`config.mk`:
```
export PLATFORM = sky130hd
export DESIGN_NAME = clk_ratio_meter
export DESIGN_NICKNAME = d
export VERILOG_FILES = /design/src/rtl/clk_ratio_meter.sv
export SDC_FILE = /design/constraint.sdc
export NUM_CORES = 1
export LEC_CHECK = 0
export CAP_MARGIN = 20
export CORE_MARGIN = 2
export CORE_UTILIZATION = 50
export DETAILED_ROUTE_END_ITERATION = 7
export GPL_ROUTABILITY_DRIVEN = 0
export PLACE_DENSITY = 0.74
export SETUP_SLACK_MARGIN = 0.3
export SYNTH_ARGS = -nofsm -noshare
export SYNTH_HDL_FRONTEND = slang
export SYNTH_SLANG_ARGS = --single-unit
```
`constraint.sdc`:
```
create_clock -name i_ref_clk -period 3 [get_ports i_ref_clk]
set_clock_uncertainty 0.15 [all_clocks]
set_input_delay 0.6 -clock i_ref_clk [delete_from_list [all_inputs] [get_ports i_ref_clk]]
set_output_delay 0.6 -clock i_ref_clk [all_outputs]
set_load 0.005 [all_outputs]
```
`src/rtl/clk_ratio_meter.sv`:
```
// clk_ratio_meter: measures the period and high time of a divided clock
// (i_meas_clk) in i_ref_clk cycles and checks the period against an expected
// ratio. It reports lock, per-capture mismatch and a sticky timeout.
// Optional duty check: define CLK_RATIO_METER_DUTY_CHECK_EN so that the high
// count must also equal floor(expected/2); o_duty_err is tied 0 otherwise.
// Outputs are valid-only: o_valid is a 1-cycle strobe with no ready/backpressure.
// o_ratio and o_high_cnt are stable from one o_valid to the next, and
// o_mismatch/o_duty_err are only ever high together with o_valid.
module clk_ratio_meter #(
  parameter int RATIO_W     = 8,
  parameter int CNT_W       = 10,
  parameter int SYNC_STAGES = 2,
  parameter int LOCK_COUNT  = 4,
  parameter int TIMEOUT     = 1000
) (
  input  logic               i_ref_clk,
  input  logic               i_rst_n,
  input  logic               i_meas_clk,
  input  logic               i_enable,
  input  logic [RATIO_W-1:0] i_expected_ratio,
  output logic [CNT_W-1:0]   o_ratio,
  output logic [CNT_W-1:0]   o_high_cnt,
  output logic               o_valid,
  output logic               o_mismatch,
  output logic               o_locked,
  output logic               o_timeout,
  output logic               o_duty_err,
  output logic [1:0]         o_dbg_state
);

  localparam int LOCK_W = $clog2(LOCK_COUNT + 1);
  localparam logic [LOCK_W-1:0] LOCK_MAX  = LOCK_W'(LOCK_COUNT);
  localparam logic [CNT_W-1:0]  TIMEOUT_C = CNT_W'(TIMEOUT);

  typedef enum logic [1:0] {
    ST_IDLE      = 2'd0,
    ST_WAIT_EDGE = 2'd1,
    ST_MEASURE   = 2'd2
  } state_e;

  state_e              state_q;
  logic [SYNC_STAGES-1:0] sync_q;
  logic                s_d_q;
  logic [CNT_W-1:0]    period_cnt_q;
  logic [CNT_W-1:0]    high_cnt_q;
  logic [LOCK_W-1:0]   lock_cnt_q;
  logic [CNT_W-1:0]    ratio_q;
  logic [CNT_W-1:0]    high_res_q;
  logic                valid_q;
  logic                mismatch_q;
  logic                locked_q;
  logic                timeout_q;
  logic                duty_err_q;

  logic                s;
  logic                edge_det;
  logic [CNT_W-1:0]    exp_ext;
  logic                check_en;
  logic                period_ok;
  logic                match;
  logic                duty_fail;
  logic [CNT_W-1:0]    period_inc_d;
  logic [CNT_W-1:0]    high_inc_d;
  logic [LOCK_W-1:0]   lock_inc_d;
  logic                timed_out;

  assign s        = sync_q[SYNC_STAGES-1];
  assign edge_det = s & ~s_d_q;

  // Synchronize the measured clock and keep its previous value for edge detection.
  always_ff @(posedge i_ref_clk or negedge i_rst_n) begin
    if (!i_rst_n) begin
      sync_q <= '0;
      s_d_q  <= 1'b0;
    end else begin
      sync_q <= {sync_q[SYNC_STAGES-2:0], i_meas_clk};
      s_d_q  <= s;
    end
  end

  // Compare of the in-flight count against the expected ratio (ratio 0/1 disables checking).
  always_comb begin
    exp_ext      = {{(CNT_W-RATIO_W){1'b0}}, i_expected_ratio};
    check_en     = |i_expected_ratio[RATIO_W-1:1];
    period_ok    = (period_cnt_q == exp_ext);
`ifdef CLK_RATIO_METER_DUTY_CHECK_EN
    match        = period_ok && (high_cnt_q == (exp_ext >> 1));
    duty_fail    = period_ok && (high_cnt_q != (exp_ext >> 1));
`else
    match        = period_ok;
    duty_fail    = 1'b0;
`endif
    period_inc_d = (period_cnt_q == '1) ? period_cnt_q : period_cnt_q + 1'b1;
    high_inc_d   = (high_cnt_q == '1) ? high_cnt_q : high_cnt_q + CNT_W'(s);
    lock_inc_d   = (lock_cnt_q == LOCK_MAX) ? lock_cnt_q : lock_cnt_q + 1'b1;
    timed_out    = (period_cnt_q >= TIMEOUT_C);
  end

  // Measurement FSM: discard the first partial period, then capture every full one.
  always_ff @(posedge i_ref_clk or negedge i_rst_n) begin
    if (!i_rst_n) begin
      state_q      <= ST_IDLE;
      period_cnt_q <= '0;
      high_cnt_q   <= '0;
      lock_cnt_q   <= '0;
      ratio_q      <= '0;
      high_res_q   <= '0;
      valid_q      <= 1'b0;
      mismatch_q   <= 1'b0;
      locked_q     <= 1'b0;
      timeout_q    <= 1'b0;
      duty_err_q   <= 1'b0;
    end else begin
      valid_q    <= 1'b0;
      mismatch_q <= 1'b0;
      duty_err_q <= 1'b0;
      case (state_q)
        ST_IDLE: begin
          period_cnt_q <= '0;
          high_cnt_q   <= '0;
          lock_cnt_q   <= '0;
          locked_q     <= 1'b0;
          if (i_enable) state_q <= ST_WAIT_EDGE;
        end
        ST_WAIT_EDGE: begin
          if (!i_enable) begin
            state_q      <= ST_IDLE;
            period_cnt_q <= '0;
            high_cnt_q   <= '0;
            lock_cnt_q   <= '0;
            locked_q     <= 1'b0;
          end else if (edge_det) begin
            period_cnt_q <= CNT_W'(1);
            high_cnt_q   <= CNT_W'(1);
            state_q      <= ST_MEASURE;
          end else if (timed_out) begin
            timeout_q    <= 1'b1;
            locked_q     <= 1'b0;
            lock_cnt_q   <= '0;
            period_cnt_q <= '0;
          end else begin
            period_cnt_q <= period_inc_d;
          end
        end
        ST_MEASURE: begin
          if (!i_enable) begin
            state_q      <= ST_IDLE;
            period_cnt_q <= '0;
            high_cnt_q   <= '0;
            lock_cnt_q   <= '0;
            locked_q     <= 1'b0;
          end else if (edge_det) begin
            ratio_q      <= period_cnt_q;
            high_res_q   <= high_cnt_q;
            valid_q      <= 1'b1;
            timeout_q    <= 1'b0;
            period_cnt_q <= CNT_W'(1);
            high_cnt_q   <= CNT_W'(1);
            if (!check_en) begin
              lock_cnt_q <= '0;
              locked_q   <= 1'b0;
            end else if (match) begin
              lock_cnt_q <= lock_inc_d;
              locked_q   <= (lock_inc_d == LOCK_MAX);
            end else begin
              mismatch_q <= 1'b1;
              duty_err_q <= duty_fail;
              lock_cnt_q <= '0;
              locked_q   <= 1'b0;
            end
          end else if (timed_out) begin
            timeout_q    <= 1'b1;
            locked_q     <= 1'b0;
            lock_cnt_q   <= '0;
            period_cnt_q <= '0;
            high_cnt_q   <= '0;
            state_q      <= ST_WAIT_EDGE;
          end else begin
            period_cnt_q <= period_inc_d;
            high_cnt_q   <= high_inc_d;
          end
        end
        default: state_q <= ST_IDLE;
      endcase
    end
  end

  assign o_ratio     = ratio_q;
  assign o_high_cnt  = high_res_q;
  assign o_valid     = valid_q;
  assign o_mismatch  = mismatch_q;
  assign o_locked    = locked_q;
  assign o_timeout   = timeout_q;
  assign o_duty_err  = duty_err_q;
  assign o_dbg_state = state_q;

endmodule

```
Yosys cells after proc, flatten, opt, wreduce, memory -nomap -nowiden
Cells that the tools add are included.
- output and inout port bits: 27
- register bits after elaboration: 52
- bitwise logic cells: 2
- $lt $le $gt $ge: 1
- equality and inequality tests: 17
- reductions and logical operators: 12
- add/subtract/negate cells: 3
- multiplexer cells: 50
- operators by type and width (cell ; count):
    two-way mux 10 bit ; 10
    one-hot mux 10 bit (3 select lines) ; 1
    two-way mux 3 bit ; 8
    == test 10 bit (second input constant) ; 2
    two-way mux 1 bit ; 20
    one-hot mux 10 bit (2 select lines) ; 1
    two-way mux 2 bit ; 6
    != test 3 bit (second input constant) ; 4
    adder 10 x 1 -> 10 bit ; 1
    adder 10 x 1 -> 10 bit (second input constant) ; 1
    == test 10 x 8 -> 1 bit ; 1
    >= comparator 10 bit (second input constant) ; 1
    != test 5 bit (second input constant) ; 2
    one-hot mux 3 bit (3 select lines) ; 1
    != test 2 bit (second input constant) ; 4
    AND reduction 4 bit ; 2
    OR reduction 7 bit ; 1
    == test 3 bit (second input constant) ; 2
    one-hot mux 2 bit (3 select lines) ; 1
    AND reduction 3 bit ; 2
    AND reduction 2 bit ; 2
    nonzero test 2 bit ; 2
    adder 3 x 1 -> 3 bit (second input constant) ; 1
    one-hot mux 1 bit (3 select lines) ; 1
    8 further kinds ; 8

Logic depth before layout (Yosys ltp)
Gate-level depths: netlist of run 1.
- word-level depth: 8
- depth in mapped cells: 9
- mapped depth without buffers: 7

Least setup slack after synthesis of run 1
No wires, ideal clock.
- path kind: register to register
- from: reg state_q[0] (netlist: o_dbg_state[0])
- to: reg high_res_q[0] (netlist: o_high_cnt[0])
- clock period less this slack: 2.114 ns
- stages on the path, launching flop included: 7
- path buffers: 2
- slack: 0.886 ns
- arrival: 1.839 ns
- data required time: 2.725 ns
- setup time: 0.125 ns
- path through: dfrtp_1 inv_1 ha_1 buf_2 nand4b_1 clkbuf_1 mux2_2
- word-level cells in the longest chain between the ends: 2
- RTL lines (what ; RTL line ; text):
    start, declared ; 41 ; state_e state_q;
    start signal, assigned ; 102 ; state_q <= ST_IDLE;
    start signal, assigned ; 123 ; if (i_enable) state_q <= ST_WAIT_EDGE;
    start signal, assigned ; 127 ; state_q <= ST_IDLE;
    == test 2 bit ; 117 ; case (state_q)
    AND reduction 3 bit (no line) ; - ;
    end signal, assigned ; 154 ; high_res_q <= high_cnt_q;
    end, declared ; 48 ; logic [CNT_W-1:0] high_res_q;
Every way passes these cells.
A chain may end at the register's enable or synchronous reset.

Worst setup path in the final report of run 1
- from: in i_enable
- to: reg lock_cnt_q[1]
- word-level cells in the longest chain between the ends: 2
- RTL lines (what ; RTL line ; text):
    start, declared ; 19 ; input logic i_enable,
    two-way mux 3 bit, or another cell as far along ; 146 ; if (!i_enable) begin
    one-hot mux 3 bit (3 select lines) / AND reduction 2 bit (equally long branches) ; - ;
    end signal, assigned ; 163 ; lock_cnt_q <= lock_inc_d;
    end, declared ; 46 ; logic [LOCK_W-1:0] lock_cnt_q;
Several ways; a longest one is shown, not always the timed one.

==> results of run 1 <==
## worst max-delay path by stage
stage	to	slack [ns]
after floorplan	o_high_cnt[0]	0.89
after global placement	lock_cnt_q[1]	0.40
final	lock_cnt_q[1]	0.61
after CTS	lock_cnt_q[1]	0.65
after global routing	high_cnt_q[7]	0.45
after detailed placement	lock_cnt_q[1]	0.33
## Yosys cell counts
library cell	instances
nand2b_1	2
nor2b_1	2
o22a_1	1
mux2_2	16
a22o_1	1
buf_4	1
nand2b_4	1
a31oi_1	6
or3_1	1
or2_1	1
nor3_1	6
and2_1	5
a32o_1	1
nor4_1	2
ha_1	11
conb_1	1
a21o_1	3
nor2_1	23
nand4_1	2
o21ai_0	18
and3_1	4
o21ai_1	2
a31o_2	2
nand4b_1	2
buf_2	3
dfrtp_1	52
o2111ai_1	1
inv_1	13
clkbuf_1	4
nand3_1	8
xnor2_1	4
buf_6	1
xor2_1	11
o41ai_1	2
nand4_2	1
nor4b_1	1
o31ai_1	8
nand2_1	21
and4_1	2
mux2i_1	1
a211oi_1	2
o211ai_1	3
a21oi_1	8
## registers in the layout, summed over array words and instances (netlist names)
register,cells
o_dbg_state,2
o_valid,1
o_mismatch,1
o_ratio,10
o_timeout,1
sync_q,2
period_cnt_q,10
lock_cnt_q,3
o_high_cnt,10
high_cnt_q,10
s_d_q,1
o_locked,1
## routing by layer
metal / part of all wire / up-vias
met3: 0.043 / 7
met1: 0.47 / 989
li1: - / 992
met4: 0.010 / 0
met5: 0 / -
met2: 0.47 / 52
## layout make-up
type | count | area (um2) | share of cell area
inverters | 13 | 48.8 | 0.0153
flip-flops and latches | 52 | 1300 | 0.409
clock inverters | 1 | 7.51 | 0.00236
clock buffers | 7 | 86.3 | 0.0271
repair buffers | 41 | 395 | 0.124
multi-input cells | 186 | 1260 | 0.395
well taps | 70 | 87.6 | 0.0275
## cells in the final DEF, fill, tap and decap left out, drive strengths merged, types with 3 or more instances in the layout
cell type	instances
buf	5
nor3	6
xnor2	4
clkdlybuf4s50	36
a21o	3
dfrtp	52
a21oi	8
nand4	3
and3	4
nand2b	3
nor2	23
o31ai	8
xor2	11
clkbuf	7
nand3	8
o211ai	3
inv	13
nand2	21
o21ai	20
a31oi	6
ha	11
and2	5
mux2	16
## report_power, final
part,switching (uW),internal (uW),total (uW)
logic,256,200,455
registers,45.2,739,785
clock network,228,188,416
total,529,1130,1660
## per-stage QoR
step           area (um2)  worst slack, ns  hold slack, ns
2_1_floorplan        2660            0.886           0.154
3_3_place_gp         3090            0.398           0.183
3_5_place_dp         3090            0.332           0.190
4_1_cts              3180            0.654           0.136
5_1_grt              3180            0.450           0.152
6_report             3180            0.614           0.119
## cell families (layout without fill, tap and decap cells)
| group | after synthesis | in the layout |
|---|---|---|
| and+or+nand+nor | 84 | 84 |
| DFF | 52 | 52 |
| other | 1 | 1 |
| adders and majority gates | 11 | 11 |
| xor gates and xnor gates | 15 | 15 |
| AOI/OAI and AO/OA | 58 | 58 |
| muxes | 17 | 17 |
| buffers and inverters | 22 | 62 |
==> impl_summary.txt, run 1 <==
----------------------------------------------------
[Worst hold path]
  Path category of the worst min-delay check ... primary input to asynchronous set/reset pin

[Worst setup path]
  Crit path kind ... primary input to flip-flop
  Category of cells accounting for the largest share of critical-path delay ... simple AND/OR/NAND/NOR gates
  Cell-by-cell trace of the critical path ... clkdlybuf4s50_1 -> and2_1 -> o21ai_1 -> nor2_1 -> or3_1 -> a22o_1
  Number of buffer and inverter instances along the worst setup path ... 1
  Largest fanout on the critical path ... 12
  Crit. Startpoint ... i_enable
  Worst Setup End Kind ... flip-flop
  Worst reg2reg path depth ... 7
  Critical R2R Capture ... high_cnt_q[2]
  Max stage delay cell, worst path ... clkdlybuf4s50_1
  Critical path's largest stage delay ... 0.60 ns
  CP Data Required Time ... 3.05 ns
  Number of stages on the worst setup path ... 6
  CP Launch Type ... primary input
  Endpoint arrival time on the critical path ... 2.44 ns
  Critical R2R Launch ... o_dbg_state[0]
  Worst R2R Setup Slack ... 0.64 ns

[STA]
  Final count of hold timing violations ... 0
  Period Utilization, post-route ... 0.795
  Tmin final ... 2.39 ns
  Final-report setup violation count ... 0
  Unrepaired setup endpoints after global routing ... false
  Peak Freq ... 419 MHz
  Headroom to the max-slew limit ... 0.548
  Fin. max-slew vios ... 0
  Worst-Margin Slew ... 0.677 ns
  Final sum of negative setup slack ... 0 ns

[Yosys]
  Arithmetic-cell share of the synthesized area counting full adders, half adders and majority gates ... 0.0518
  Leading area contributor after synthesis ... dfrtp_1
  Compound-cell area share of the yosys netlist ... 0.139
  XOR/XNOR share of the synthesized area ... 0.0495
  Proportion of netlist area held by the largest area contributor ... 0.490
  Simple-Gate Fraction of Synth Area ... 0.160
  Register area share after synthesis ... 0.490
  Post-synthesis net count ... 283
  Mean post-synth cell area ... 10.2 um2
  Leading cell types by total area after synthesis ... dfrtp_1, mux2_2, ha_1
  Number of warnings issued by yosys ... 0
  Mux cell area share after synthesis ... 0.0716
  Dominant combinational cell family by area after synthesis ... simple AND/OR/NAND/NOR gates
  Number of instances in the synthesized netlist ... 260
  Total of flip-flops plus latches after synthesis ... 52
  Post-synthesis instance area ... 0.00266 mm2
  Number of distinct library cells after synthesis ... 43

[Detailed routing]
  Post-route DRC ... 0
  Total wire length after detailed routing ... 5330 um
  Remaining antenna violation count after routing ... 0
  Detailed-routing iteration count for the pre-antenna-repair pass ... 4
  Iter 0 DRT Violations ... 75
  Vias after detailed routing ... 2040
  Number of vias per cell after detailed routing ... 5.51
  Routed length per instance ... 14.4 um

[Global route]
  Number of antenna violations at the first check in global routing ... 0
  Met1 demand-to-capacity share in global routing ... 0.255
  Total global routing track utilization ... 0.197
  GR Layer Usage met3 ... 0.0494
  Met2 Track Usage GR ... 0.326
  Via count of the first global-routing pass ... 2028
  Global route total overflow ... 0
  First-pass GRT wire length ... 9340 um
  Largest net degree at the start of global routing ... 27
  Most Used Layer, Global Route ... met2

[Clock network]
  Cts-stage hold buffer count ... 0
  Post-cts resize count ... 0
  Source-to-sink clock delay at the later pin of the worst-skew pair ... 0.31 ns
  Post-CTS clock slew at the launch and capture registers of the worst setup and hold paths ... 0.10 ns
  Number of H-tree branching levels ... 2
  CTS sink count ... 52
  Postcts setup bufs ... 0
  Clock root buffer ... clkbuf_8
  Number of buffers inserted during clock tree synthesis ... 5
  Buffer depth of the longest clock path ... 2
  TritonCTS clock tree ... yes

[Pwr]
  Power per unit of standard cell area ... 520 mW/mm2
  Leakage power summed over all cells ... 0.00144 uW
  Largest vdd supply drop ... 0.264 mV
  Final total power ... 1660 uW

[Layout]
  Number of antenna diodes ... 0
  Layout cell share with drive strength beyond 1 ... 0.107
  Post-layout util ... 0.623
  Filler cell count in the final layout ... 445
  NumNets Final ... 322
  Number of standard cells in the final layout excluding fillers ... 370
  Post-synthesis to final-layout area growth ... 19.9%

[Floorplanning]
  Die Span Y ... 76.9 um
  Core area ... 0.00511 mm2
  Initial Util ... 0.520
  Number of placement rows ... 26
  Number of ports placed on the die boundary ... 39
  Die W ... 76.9 um
  Area enclosed by the die boundary ... 0.00591 mm2

[Placement]
  Placed insts ... 362
  DP Wirelength ... 3870 um
  IO Port Bufs ... 37

[Run status]
  Outcome ... finished, final reports clean

[Job]
  Max-cap violations ... 0

----------------------------------------------------
No activity file was read; power rests on OpenSTA's default activity.
==> run 2, diff against run 1 <==
clock period = 2.3 ns   (was 3 ns; I/O delays follow)
==> run 2 against run 1 <==
Critical path depth shrank 4. Utilization increased by 4.7 points. Die area stayed put.
==> impl_summary.txt, run 2 (synthesis results as in run 1) <==
----------------------------------------------------
[Detailed routing]
  Remaining antenna violation count after routing ... 0 (unchanged)
  Detailed-routing iteration count for the pre-antenna-repair pass ... 4 (unchanged)
  Number of vias per cell after detailed routing ... 5.54 (+0.53%)
  Total wire length after detailed routing ... 5840 um (+9.6%)
  Post-route DRC ... 0 (unchanged)
  Routed length per instance ... 15.2 um (+5.3%)
  Iter 0 DRT Violations ... 121 (+61%)
  Vias after detailed routing ... 2134 (+4.6%)

[STA]
  Fin. max-slew vios ... 0 (unchanged)
  Period Utilization, post-route ... 0.860
  Final count of hold timing violations ... 0 (unchanged)
  Final sum of negative setup slack ... 0 ns (unchanged)
  Final-report setup violation count ... 0 (unchanged)
  Unrepaired setup endpoints after global routing ... true
  Peak Freq ... 505 MHz
  Tmin final ... 1.98 ns

[Run status]
  Outcome ... finished, final reports clean

[Worst setup path]
  Largest fanout on the critical path ... 3 (-9)
  Crit path kind ... flip-flop to output pin
  Worst Setup End Kind ... output pin
  Critical R2R Capture ... high_cnt_q[8]
  Critical R2R Launch ... o_dbg_state[0]
  Critical path's largest stage delay ... 0.49 ns (-0.11 ns)
  Cell-by-cell trace of the critical path ... buf_4 -> clkdlybuf4s50_1
  Worst reg2reg path depth ... 8 (+1)
  Endpoint arrival time on the critical path ... 1.37 ns (-1.07 ns)
  CP Launch Type ... flip-flop
  CP Data Required Time ... 1.69 ns (-1.36 ns)
  Worst R2R Setup Slack ... 0.34 ns (-0.30 ns)
  Max stage delay cell, worst path ... clkdlybuf4s50_1

[Floorplanning]
  Die W ... 76.9 um (unchanged)
  Area enclosed by the die boundary ... 0.00591 mm2 (unchanged)
  Number of ports placed on the die boundary ... 39 (unchanged)
  Core area ... 0.00511 mm2 (unchanged)
  Initial Util ... 0.520 (unchanged)
  Number of placement rows ... 26 (unchanged)
  Die Span Y ... 76.9 um (unchanged)

[Layout]
  Post-layout util ... 0.670 (+0.0470)
  Filler cell count in the final layout ... 430 (-3.4%)
  Commonest cells after routing, fill and taps aside ... dfrtp_1, clkdlybuf4s50_1, nor2_1, nand2_1, buf_4
  Layout cell share with drive strength beyond 1 ... 0.216 (+0.109)
  Most common cell after layout, fill and taps aside ... dfrtp_1
  Post-synthesis to final-layout area growth ... 28.9%
  NumNets Final ... 337 (+4.7%)
  Number of antenna diodes ... 0 (unchanged)

[Clock network]
  CTS sink count ... 52 (unchanged)
  Number of buffers inserted during clock tree synthesis ... 5 (unchanged)
  Buffer depth of the longest clock path ... 2 (unchanged)
  TritonCTS clock tree ... yes
  Number of H-tree branching levels ... 2 (unchanged)
  Source-to-sink clock delay at the later pin of the worst-skew pair ... 0.30 ns (about the same)
  Post-CTS clock slew at the launch and capture registers of the worst setup and hold paths ... 0.09 ns (about the same)
  Clock root buffer ... clkbuf_8

[Global route]
  Largest net degree at the start of global routing ... 20 (-26%)
  Global route total overflow ... 0 (unchanged)
  Total global routing track utilization ... 0.203 (+0.00563)
  Via count of the first global-routing pass ... 2035 (+0.35%)
  Number of antenna violations at the first check in global routing ... 0 (unchanged)
  First-pass GRT wire length ... 9690 um (+3.8%)

[Worst hold path]
  Depth of the worst hold-timing path ... 0
  Startpoint of the most critical hold path ... sync_q[0]
  Min-Delay Endpoint ... sync_q[1]
  Path category of the worst min-delay check ... flip-flop to flip-flop

[Pwr]
  Largest vdd supply drop ... 0.442 mV (+68%)
  Leakage power summed over all cells ... 0.00156 uW (+7.9%)
  Power per unit of standard cell area ... 699 mW/mm2 (+34%)

[Job]
  Max-cap violations ... 0 (unchanged)

[Placement]
  DP Wirelength ... 4200 um (+8.7%)
  IO Port Bufs ... 37 (unchanged)

----------------------------------------------------
==> run 2: changes by cell type in the layout (fill, tap and decap cells not counted), sizes merged <==
cell,change
clkbuf,+1
clkinvlp,-1
dlygate4sd3,+1
buf,+14
==> run 2: cell type report <==
cell class              count  area (um2)  area share
clock buffers               8        90.1      0.0263
inverters                  13        51.3      0.0150
multi-input cells         186        1380       0.402
flip-flops and latches     52        1310       0.382
well taps                  70        87.6      0.0256
repair buffers             56         510       0.149
==> run 2: worst max-delay path, delay by kind of cell (launching register included) <==
kind	cells	cell delay, ns
buf+inv	2	0.63
flops	1	0.44
==> run 2: worst max path at each step <==
stage / start / endpoint / slack [ns] / cells past startpoint
floorplan: o_dbg_state[0] / high_cnt_q[5] / 0.31 / 9
global placement: i_enable / lock_cnt_q[1] / 0.08 / 6
detailed placement: i_enable / lock_cnt_q[1] / 0.007 / 6
CTS: period_cnt_q[4] / high_cnt_q[5] / 0.30 / 5
global route: o_dbg_state[0] / high_cnt_q[5] / 0.26 / 7
finish: o_dbg_state[0] / o_dbg_state[0] / 0.32 / 2
==> run 2: timing repair <==
action	4_1_cts	5_1_grt
hold endpoints to repair	17	0
endpoints found under the setup margin	12	13
pin swaps	0	4
buffers inserted	3	3
gates resized for setup	13	16
hold buffers	1	0
==> run 2: metrics by stage <==
stage,power [uW],instances,instance area [um2],hold WS [ns],setup WS [ns]
5_1_grt,2530,385,3420,0.220,0.263
3_5_place_dp,1680,370,3170,0.187,0.00725
3_3_place_gp,1670,370,3170,0.182,0.0819
2_1_floorplan,1430,260,2680,0.0144,0.305
6_report,2390,385,3420,0.204,0.321
4_1_cts,2350,382,3350,0.207,0.302
==> run 2: power by group <==
group | switching, uW | internal [uW]
clock network | 287 | 246
registers | 57.5 | 968
logic | 415 | 418
total | 760 | 1630
==> run 2: metal layers <==
metal,GRT usage,share of wire,up-vias
met5,0,0,-
met4,0.0600,0.018,0
met3,0.0388,0.041,10
met2,0.333,0.50,53
met1,0.273,0.44,1046
li1,-,-,1025
==> variant, RTL diff (settings of run 1) <==
Set the parameter `TIMEOUT` to 500 (it was 1000).
--- a/src/rtl/clk_ratio_meter.sv
+++ b/src/rtl/clk_ratio_meter.sv
@@ -12,5 +12,5 @@
   parameter int SYNC_STAGES = 2,
   parameter int LOCK_COUNT  = 4,
-  parameter int TIMEOUT     = 1000
+  parameter int TIMEOUT     = 500
 ) (
   input  logic               i_ref_clk,
Behaviour: no difference found for any inputs over 10 cycles, from zero or initial values and one cycle with i_rst_n low; that may be too few to reach the edited logic, so the function may still have changed.
==> variant against run 1 <==
Combinational power increased by 20%; worst hold slack got worse by 0.0078 ns; routed wire length increased by 5.1%; synthesized area increased by 2.6%; cell count decreased by 1.6%; utilization increased by 0.89 points; setup slack improved by 0.021 ns; clock power decreased by 1%; register-to-register slack improved by 0.08 ns; critical path type unchanged; cell area increased by 2.7%; sequential cell count unchanged; total power increased by 5.6%.
==> variant: results (changes against run 1) <==
[final_layout]
fillCellCount=413  ; -7.2%
seq_share=0.398  ; -0.0108
layout.nonclk_buf_frac=0.127  ; +0.00284
multi_input_area_um2=1330  ; +6.1%
nMultiInputCombCells=181  ; -2.7%
inverters_excl_clock=11  ; -2
design_area_um2=3270  ; +2.7%
drive_above_1_share=0.153  ; +0.0464
clock_area_frac=0.0279  ; -0.00154
num-nets-final=316  ; -1.9%
buffers=42  ; +2.4%

[yosys]
ys_seq_area_frac=0.478  ; -0.0126
synth_cell_types=50  ; +16%
synth_mux_area_frac=0.0739  ; +0.00229
synth_compound_area_frac=0.142  ; +0.00285
synth-xor-area-share=0.0418  ; -0.00770
synth_adder_area_share=0.0505  ; -0.00133
ys_top_cells_by_area=dfrtp_1 (48%), mux2_2 (7.0%), ha_1 (5.1%)
synthCells=254  ; -2.3%
synth_common_cells=dfrtp_1 (52), nand2_1 (20), mux2_2 (17)

[cts]
htree_levels=2  ; unchanged

[placement]
dpl_cell_area_um2=3170  ; +2.7%
dp.final_hpwl_mm=3.84  ; -0.76%
pre_cts_ws_ns=0.210  ; -0.122 ns

[global_route]
grt_max_degree=53  ; +96%
grt_pass1_vias=2050  ; +1.1%
use_met1=0.290  ; +0.0351
grt_use_met3=0.0233  ; -0.0262
grt_pass1_wl_mm=9.60  ; +2.8%
use_met2=0.296  ; -0.0306
track_usage=0.195  ; -0.00251

[route]
wl_met3_um=152  ; -34%
viasPerCell=5.68  ; +3.1%
wire_per_inst_um=15.4  ; +6.9%
met1Wirelength_mm=2.80  ; +11%
drt-total-wl_mm=5.60  ; +5.1%
drt_iter0_drc=156  ; +110%
route.met2.wl_mm=2.59  ; +2.6%

[setup_path]
crit_path_top_delay_cell=or4_1
r2r_end=lock_cnt_q[2]
cp_max_fo=5  ; -7
rrSetupSlack_ns=0.72  ; +0.08 ns
cp-startpoint=i_expected_ratio[4]
ff2ff_path_depth=8  ; +1
cp.arrival_ns=2.42  ; -0.02 ns
cpPeakStageDelay_ns=0.53  ; -0.07 ns

[timing]
holdWs_ns=0.111  ; -0.00778 ns
worstMarginPinSlew_ns=0.530  ; -0.147 ns
setup_ws_ns=0.635  ; +0.0214 ns

[power_and_ir_drop]
p_sw_mw=0.615  ; +16%
ir_worst_vdd_uv=268  ; +1.7%
leakage_nw=1.41  ; -2.2%

[outcome]
status=finished, final reports clean

[die]
die_w_um=77.8  ; +1.2%

==> variant: how the worst max path moves through the flow <==
stage	endpoint	cells past startpoint
floorplan	lock_cnt_q[0]	9
global placement	lock_cnt_q[0]	7
detailed placement	lock_cnt_q[0]	7
CTS	lock_cnt_q[2]	7
global route	lock_cnt_q[2]	7
finish	lock_cnt_q[2]	6
==> variant: worst register-to-register path: stages, from the launching register on <==
cell     delay [ns]
dfrtp_1        0.45
inv_1          0.11
ha_1           0.35
nand3_2        0.23
inv_2          0.11
o41ai_1        0.10
nor4_2         0.47
a21oi_1        0.14
nor2_1         0.11
==> variant: power by group through the flow <==
stage / clock [mW] / combinational, mW / sequential (mW)
after CTS: 0.424 / 0.542 / 0.793
after detailed placement: 0 / 0.536 / 0.807
after floorplan: 0 / 0.357 / 0.795
final: 0.412 / 0.545 / 0.792
after global routing: 0.438 / 0.609 / 0.800
after global placement: 0 / 0.528 / 0.804
